--- src/rtl/cosine_pkg.sv ---
// Shared Q5.11 constants and FSM state encoding for the cosine argument path.
// Combinational helpers only; no state lives here.
// The constants are rounded to nearest and hold only for FRAC = 11.
package cosine_pkg;

  localparam int W    = 16;
  localparam int FRAC = 11;
  localparam int AW   = W + 1;  // accumulator width, so |-16.0| is exact

  localparam logic [AW-1:0] TWO_PI  = 17'd12868;  // 0x3244
  localparam logic [AW-1:0] PI      = 17'd6434;   // 0x1922
  localparam logic [AW-1:0] HALF_PI = 17'd3217;   // 0x0C91

  localparam logic [2:0] S_IDLE = 3'd0;
  localparam logic [2:0] S_ABS  = 3'd1;
  localparam logic [2:0] S_WRAP = 3'd2;
  localparam logic [2:0] S_HALF = 3'd3;
  localparam logic [2:0] S_QUAD = 3'd4;
  localparam logic [2:0] S_DONE = 3'd5;

  // Magnitude of a signed W-bit word. The result is one bit wider so that
  // the most negative input maps to +2^(W-1) without overflow.
  function automatic logic [AW-1:0] abs_q(input logic [W-1:0] x);
    logic [AW-1:0] s;
    s = {x[W-1], x};
    return x[W-1] ? (~s + 17'd1) : s;
  endfunction

endpackage

--- src/rtl/fx_cond_sub.sv ---
// Conditional subtract: o_y = (i_a >= i_c) ? i_a - i_c : i_a.
// Purely combinational; o_taken reports whether the subtraction happened.
// Operands are unsigned, so the subtraction can never underflow when taken.
module fx_cond_sub
  import cosine_pkg::*;
(
  input  logic [AW-1:0] i_a,
  input  logic [AW-1:0] i_c,
  output logic [AW-1:0] o_y,
  output logic          o_taken
);

  logic          w_ge;
  logic [AW-1:0] w_diff;

  assign w_ge    = (i_a >= i_c);
  assign w_diff  = i_a - i_c;
  assign o_y     = w_ge ? w_diff : i_a;
  assign o_taken = w_ge;

endmodule

--- src/rtl/cos_range_reducer.sv ---
// Reduces a signed Q5.11 angle to r in [0, pi/2] plus a negate flag for cosine.
// Latency: done pulses 4..6 edges after the accepting edge (4 + number of 2*pi wraps).
// No queueing: start is sampled only while idle; requests arriving while busy are dropped.
module cos_range_reducer
  import cosine_pkg::*;
(
  input  logic          clk,
  input  logic          rst,
  input  logic          start,
  input  logic [W-1:0]  x_in,
  output logic [W-1:0]  x_out,
  output logic          neg,
  output logic          busy,
  output logic          done
);

  logic [2:0]    r_state;
  logic [W-1:0]  r_x;
  logic [AW-1:0] r_a;
  logic          r_flip;
  logic [W-1:0]  r_xout;
  logic          r_neg;
  logic          r_busy;
  logic          r_done;

  logic [AW-1:0] w_sub_c;
  logic [AW-1:0] w_sub_y;
  logic          w_sub_taken;
  logic [AW-1:0] w_fold;
  logic          w_fold_take;
  logic [AW-1:0] w_quad_a;
  logic          w_quad_flip;

  // One shared conditional subtractor: 2*pi while wrapping, pi in the half step.
  assign w_sub_c = (r_state == S_HALF) ? PI : TWO_PI;

  fx_cond_sub u_cond_sub (
    .i_a     (r_a),
    .i_c     (w_sub_c),
    .o_y     (w_sub_y),
    .o_taken (w_sub_taken)
  );

  // Quadrant fold: cos(a) = -cos(pi - a). Only reached with a < pi, so no underflow.
  assign w_fold      = PI - r_a;
  assign w_fold_take = (r_a > HALF_PI);
  assign w_quad_a    = w_fold_take ? w_fold : r_a;
  assign w_quad_flip = r_flip ^ w_fold_take;

  assign x_out = r_xout;
  assign neg   = r_neg;
  assign busy  = r_busy;
  assign done  = r_done;

  // Sequencer: one reduction step per edge; results are published on entry to DONE.
  always_ff @(posedge clk or negedge rst) begin
    if (!rst) begin
      r_state <= S_IDLE;
      r_x     <= '0;
      r_a     <= '0;
      r_flip  <= 1'b0;
      r_xout  <= '0;
      r_neg   <= 1'b0;
      r_busy  <= 1'b0;
      r_done  <= 1'b0;
    end else begin
      r_done <= 1'b0;
      case (r_state)
        S_IDLE: begin
          if (start) begin
            r_x     <= x_in;
            r_busy  <= 1'b1;
            r_state <= S_ABS;
          end
        end
        S_ABS: begin
          r_a     <= abs_q(r_x);
          r_flip  <= 1'b0;
          r_state <= S_WRAP;
        end
        S_WRAP: begin
          if (w_sub_taken) begin
            r_a <= w_sub_y;
          end else begin
            r_state <= S_HALF;
          end
        end
        S_HALF: begin
          r_a     <= w_sub_y;
          r_flip  <= r_flip ^ w_sub_taken;
          r_state <= S_QUAD;
        end
        S_QUAD: begin
          r_a     <= w_quad_a;
          r_flip  <= w_quad_flip;
          r_xout  <= w_quad_a[W-1:0];
          r_neg   <= w_quad_flip;
          r_done  <= 1'b1;
          r_state <= S_DONE;
        end
        S_DONE: begin
          r_busy  <= 1'b0;
          r_state <= S_IDLE;
        end
        default: begin
          r_busy  <= 1'b0;
          r_state <= S_IDLE;
        end
      endcase
    end
  end

endmodule

--- config.mk ---
export PLATFORM = sky130hd
export DESIGN_NAME = cos_range_reducer
export DESIGN_NICKNAME = d
export VERILOG_FILES = /design/src/rtl/cosine_pkg.sv /design/src/rtl/fx_cond_sub.sv /design/src/rtl/cos_range_reducer.sv
export SDC_FILE = /design/constraint.sdc
export NUM_CORES = 1
export LEC_CHECK = 0
export BUFFER_PORTS_ARGS = -buffer_cell sky130_fd_sc_hd__buf_4
export CAP_MARGIN = 20
export CORE_ASPECT_RATIO = 1.1
export CORE_UTILIZATION = 60
export DETAILED_ROUTE_END_ITERATION = 10
export PLACE_DENSITY = 0.77
export SETUP_SLACK_MARGIN = 0.02
export SLEW_MARGIN = 15
export SYNTH_ARGS = -nofsm -noshare
export SYNTH_HDL_FRONTEND = slang
export SYNTH_SLANG_ARGS = --single-unit
--- constraint.sdc ---
create_clock -name clk -period 9.3 [get_ports clk]
set_clock_uncertainty 0.05 [all_clocks]
set_input_delay 1.86 -clock clk [delete_from_list [all_inputs] [get_ports clk]]
set_output_delay 1.86 -clock clk [all_outputs]
set_load 0.01 [all_outputs]
==> Word level (Yosys, flattened, before mapping) <==
Index checks and enable logic that the tools add are counted.
{ "op_classes": {"n_addsub": 3, "order_cmp": 2, "n_eq_ne": 8, "n_mux": 13, "bitwise": 4, "reduce_logical": 9} }
{ "op_table": {"columns": ["cell", "count"], "rows": [
  ["$mux W17", 4],
  ["$pmux W17 S4", 1],
  ["$add A17 B1 Y17 const B", 1],
  ["$ge A17 B14 Y1", 1],
  ["$gt A17 B12 Y1 const B", 1],
  ["$not A17 Y17", 1],
  ["$sub A13 B17 Y17 const A", 1],
  ["$sub A17 B14 Y17", 1],
  ["$pmux W3 S5", 1],
  ["$mux W14", 1],
  ["$reduce_and A2 Y1", 4],
  ["$eq A3 B2 Y1 const B", 2],
  ["$mux W3", 2],
  ["$ne A2 B2 Y1 const B", 3],
  ["$reduce_bool A4 Y1", 1],
  ["$reduce_or A4 Y1", 1],
  ["$eq A3 B1 Y1 const B", 1],
  ["$eq A3 B3 Y1 const B", 1],
  ["$logic_not A3 Y1", 1],
  ["$pmux W1 S3", 1],
  ["$reduce_and A3 Y1", 1],
  ["$reduce_bool A3 Y1", 1],
  ["$mux W1", 2],
  ["$ne A2 B1 Y1 const B", 1],
  ["other kinds (3)", 4]
]} }
{ "word_totals": {"regBits": 56, "in_bits": 19, "out_inout_bits": 19, "elab_cells": 48} }

==> Longest topological paths before layout <==
{ "logic_depth": {"word_depth": 6, "depth_mapped": 14, "mapped_depth_nobuf": 11} }

==> Modules after synthesis <==
A second synthesis with hierarchy kept.
{ "hier_totals": {"cells_unflattened": 533, "hier_area_um2": 4525.6} }
{ "modules_own_cells": {"columns": ["mod", "instances", "cells_per_inst", "area_per_inst_um2", "seq_area_each_um2"], "rows": [
  ["cos_range_reducer", 1, 366, 3363.2, 1401.3],
  ["fx_cond_sub", 1, 167, 1162.4, 0.0]
]} }

==> Worst setup path after synthesis <==
OpenSTA, ideal clock, no wires.
{ "synth_path": {"path_kind": "reg2reg", "startpoint": "register r_state[1]", "endpoint": "register r_flip", "setup_time_ps": 124, "arrival_ps": 3176, "required_time_ps": 9126, "path_slack_ps": 5951, "stages_incl_launch_ff": 14, "path_buffers": 2, "synth_period_minus_slack_ps": 3349, "path_cell_list": "dfrtp_1 buf_2 nor2b_1 clkbuf_1 nand2_1 inv_1 ha_1 fa_1 nor4b_1 o21ai_1 o21ai_2 o31ai_1 a22o_1 a211o_1"} }
{ "synth_via": {"elab_chain_len": 5, "elab_cells_between_ends": 8, "cone_classes": "order compare (1); eq/ne (3); mux (2); bitwise (1); reduce/logical (1)"} }
{ "synth_rtl": {"columns": ["item", "line_no", "source"], "rows": [
  ["start, declared", "cos_range_reducer.sv:17", "logic [2:0] r_state;"],
  ["start signal, assigned", "cos_range_reducer.sv:58", "r_state <= S_IDLE;"],
  ["start signal, assigned", "cos_range_reducer.sv:73", "r_state <= S_ABS;"],
  ["start signal, assigned", "cos_range_reducer.sv:79", "r_state <= S_WRAP;"],
  ["$eq A3 B2 Y1", "cos_range_reducer.sv:35, cos_range_reducer.sv:68", null],
  ["$mux W14", "cos_range_reducer.sv:35", "assign w_sub_c = (r_state == S_HALF) ? PI : TWO_PI;"],
  ["$ge A17 B14 Y1", "fx_cond_sub.sv:16", "assign w_ge = (i_a >= i_c);"],
  ["$xor A1 B1 Y1", "cos_range_reducer.sv:90", "r_flip <= r_flip ^ w_sub_taken;"],
  ["$pmux W1 S3", "cos_range_reducer.sv:68", "case (r_state)"],
  ["end signal, assigned", "cos_range_reducer.sv:90", null],
  ["end signal, assigned", "cos_range_reducer.sv:95", "r_flip <= w_quad_flip;"],
  ["end, declared", "cos_range_reducer.sv:20", "logic r_flip;"]
]} }
Several ways; a longest one is shown, not always the timed one.
A chain may end at the register's enable or synchronous reset.

==> Final worst setup path <==
{ "layout_path": {"startpoint": "register r_state[1]", "endpoint": "register r_a[4]"} }
{ "layout_via": {"elab_chain_len": 6, "elab_cells_between_ends": 13, "cone_classes": "add/sub (1); order compare (1); eq/ne (5); mux (4); reduce/logical (2)"} }
{ "layout_rtl": {"columns": ["item", "line_no", "source"], "rows": [
  ["$eq A3 B2 Y1", "cos_range_reducer.sv:35, cos_range_reducer.sv:68", null],
  ["$mux W14", "cos_range_reducer.sv:35", null],
  ["$sub A17 B14 Y17 / $ge A17 B14 Y1 (equally long branches)", "fx_cond_sub.sv:17, fx_cond_sub.sv:16", null],
  ["$mux W17", "fx_cond_sub.sv:18", "assign o_y = w_ge ? w_diff : i_a;"],
  ["$mux W17", "cos_range_reducer.sv:82", "if (w_sub_taken) begin"],
  ["$pmux W17 S4", "cos_range_reducer.sv:68", null],
  ["end signal, assigned", "cos_range_reducer.sv:77", "r_a <= abs_q(r_x);"],
  ["end signal, assigned", "cos_range_reducer.sv:83", "r_a <= w_sub_y;"],
  ["end signal, assigned", "cos_range_reducer.sv:89", "r_a <= w_sub_y;"],
  ["end, declared", "cos_range_reducer.sv:19", "logic [AW-1:0] r_a;"]
]} }
Several ways; a longest one is shown, not always the timed one. The select of a mux whose other input is x is not followed.

==> impl_results.md <==
- Post-CTS setup repair buffer count: 0
- Post-route cell area: 0.00442 mm^2
- Site Rows: 31
- Post-Synth Simple-Gate Area: 0.180
- Worst-Margin Slew: 0.781 ns
- CORE AREA: 0.00656 mm^2
- P per Cell Area: 442 mW/mm^2
- Routed via count: 3571
- Main combinational cell family by area after synthesis: compound AO/OA/AOI/OAI gates
- DRT Pass-1 Iters: 5
- CTS clk-pin slew, worst paths: 0.11 ns
- CP Max Fanout: 14
- Num CTS Buffers: 5
- Total Routing Usage GR: 0.322
- Setup TNS: 0 ns
- Worst VDD drop: 0.185 mV
- Seq cells post-synth: 56
- Diode count: 0
- Largest net degree at the start of global routing: 57
- Syn avg cell area: 8.88 um^2
- Top Usage Layer GRT: met2
- Via count of the first global-routing pass: 3465
- Top cells by area, synth: dfrtp_1 34%, xnor2_1 4.9%, o21ai_0 4.5%, mux2_2 3.9%, nand2_1 3.8%
- Clk buf depth: 2
- Count leader, synth: dfrtp_1
- EDFF count, synth: 0
- Clk sink count: 56
- Worst slack, placed: 5.43 ns
- CP required: 9.47 ns
- Final Hold Vio Count: 0
- Critical path class: reg -> reg
- Fin nets: 503
- Post-synth top area share: 0.344
- Slew headroom: 0.475
- Input/output buffers: 37
- Root Driver: clkbuf_8
- Die X: 80.6 um
- Setup crit start kind: flip-flop
- CP arrival: 4.12 ns
- Static Leakage: 1.84 nW
- CTS resizes: 0
- Post-synthesis instance area: 0.00408 mm^2
- Ys flop type: dfrtp_1
- First-pass GRT wire length: 17.4 mm
- Drt total wl: 10.8 mm
- Fmax: 253 MHz
- TritonCTS clock tree: yes
- Flop2flop setup slack: 5.35 ns
- WHS: 0.435 ns
- Worst Hold Class: reg -> reg
- Ports: 38
- HPWL after detailed placement: 7.88 mm
- Fillcell total: 564
- Async set-reset flop share out of synthesis: 1.00
- Wirelength per Cell: 19.4 um
- Setup ws final: 5.35 ns
- Iter 0 DRT Violations: 322
- Post-synth net total: 490
- Max Cap Viol: 0
- RSZ-0062 raised after global routing: no
- Met3 usage: 0.0443
- Fin. max-slew vios: 0
- Distinct cells, synth: 74
- Syn Inst Count: 459
- Clk Latency, worst-skew pair: 0.31 ns
- Drt via density: 6.43
- Global route overflow: 0
- Post-DRT Antenna Nets: 0
- Synth Area in Adders: 0.0387
- Endpoints failing setup: 0
- Routing usage on met2: 0.541
- Post-synthesis compound-gate area fraction: 0.272
- Top cells by count, synth: 56 x dfrtp_1, 41 x nand2_1, 40 x nor2_1, 37 x o21ai_0, 23 x xnor2_1
- CP Capture Type: flip-flop
- Full die area: 0.00713 mm^2
- Drc violations: 0
- GP Congestion: 0.911
- Seq/Total Area, Yosys: 0.344
- H-tree Lvls: 2
- Final worst path period need: 3.95 ns
- Post-synth top area cell: dfrtp_1
- YS warnings: 0
- Area Growth Syn to Fin: 8.54%
- Initial Utilization: 0.622
- Die Y: 88.4 um
- Layout cells sized above 1: 0.173
- Placed Instance Area: 0.00431 mm^2
- Final worst-path cycle share: 0.424
- Multiplexer share of the synthesized area: 0.0411
- Outcome: completed
- Xor/xnor cell area share of the yosys netlist: 0.0666
- Hold Buf Count CTS: 0
- GR Layer Usage met1: 0.437
- Initial antenna violation count: 0
-- cells in the final DEF (no fill, tap or decap), types with 3 or more instances in the layout --
cell type / count
xnor2_1: 23
a211o_1: 4
xor2_1: 8
o21ai_0: 37
nor4b_1: 3
o2bb2ai_1: 5
inv_1: 14
nor3_1: 12
nor2b_1: 4
o21ai_1: 7
nand2_1: 41
clkbuf_8: 5
o31ai_1: 9
nand2b_1: 4
a221oi_1: 4
ha_1: 11
mux2_2: 14
o21a_1: 6
buf_4: 41
nand3_1: 5
o21bai_1: 3
o22ai_1: 8
a21o_1: 5
a31oi_1: 8
a22o_1: 4
a21oi_1: 16
or2_2: 3
or4_1: 3
dfrtp_1: 56
o41ai_1: 4
nor4_1: 7
o211ai_1: 3
nor2_1: 40
or3_1: 4
-- through the flow --
step | total power (W) | util | cells
2_1_floorplan | 0.00146 | - | 459
3_3_place_gp | 0.00174 | 0.657 | 547
3_5_place_dp | 0.00176 | 0.657 | 547
4_1_cts | 0.00193 | 0.675 | 555
5_1_grt | 0.00210 | 0.675 | 555
6_report | 0.00196 | 0.675 | 555
-- worst paths after layout --
| path | cells after the start | to | start |
|---|---|---|---|
| setup / recovery | 12 | r_a[4] | r_state[1] |
| hold / removal | 2 | x_out[15] | x_out[15] |
| setup reg to reg | 12 | r_a[4] | r_state[1] |
| hold reg to reg | 2 | x_out[15] | x_out[15] |
| max in group asynchronous | 1 | r_state[0] | rst |
| min in group asynchronous | 1 | x_out[10] | rst |
-- layout make-up --
type / count / area [um^2] / area share
inverter: 14 / 52.6 / 0.0119
multi-input combinational: 354 / 2440 / 0.552
tap: 82 / 103 / 0.0232
clock buffer: 5 / 68.8 / 0.0156
sequential: 56 / 1400 / 0.317
clock inverter: 3 / 46.3 / 0.0105
timing repair buffer: 41 / 308 / 0.0696
-- routing by layer --
metal | up-vias | wire length, um
li1 | 1721 | -
met1 | 1670 | 4590
met2 | 162 | 5230
met3 | 18 | 796
met4 | 0 | 151
met5 | - | 0
-- kinds of logic after synthesis --
kind of cell,after synthesis
AOI/OAI and AO/OA,152
muxes,15
buffers and inverters,49
adders and majority gates,12
xor gates and xnor gates,31
DFF,56
and+or+nand+nor,144
-- critical path, stage by stage, from the launching register on --
cell and delay (ns):
dfrtp_1 0.56, nor2b_1 0.18, buf_4 0.20, nand2_1 0.19, inv_1 0.22, ha_1 0.23
fa_1 0.26, nor4b_1 0.48, o21ai_1 0.22, o21ai_2 0.28, o211a_1 0.48, o22ai_1 0.17
a221oi_1 0.32
-- state kept, by name (all words and copies together), names as in the netlist --
register and flops:
r_x 16, x_out 16, r_a 17, busy 1, r_state 3, done 1, neg 1, r_flip 1
-- where the power goes --
group	total, W	leakage, nW	switching, W	internal, W
combinational	0.00123	1.09	0.000691	0.000537
clock	0.000167	0.0548	0.0000857	0.0000813
sequential	0.000561	0.688	0.000201	0.000360
Power figures use the tool's default switching activity.
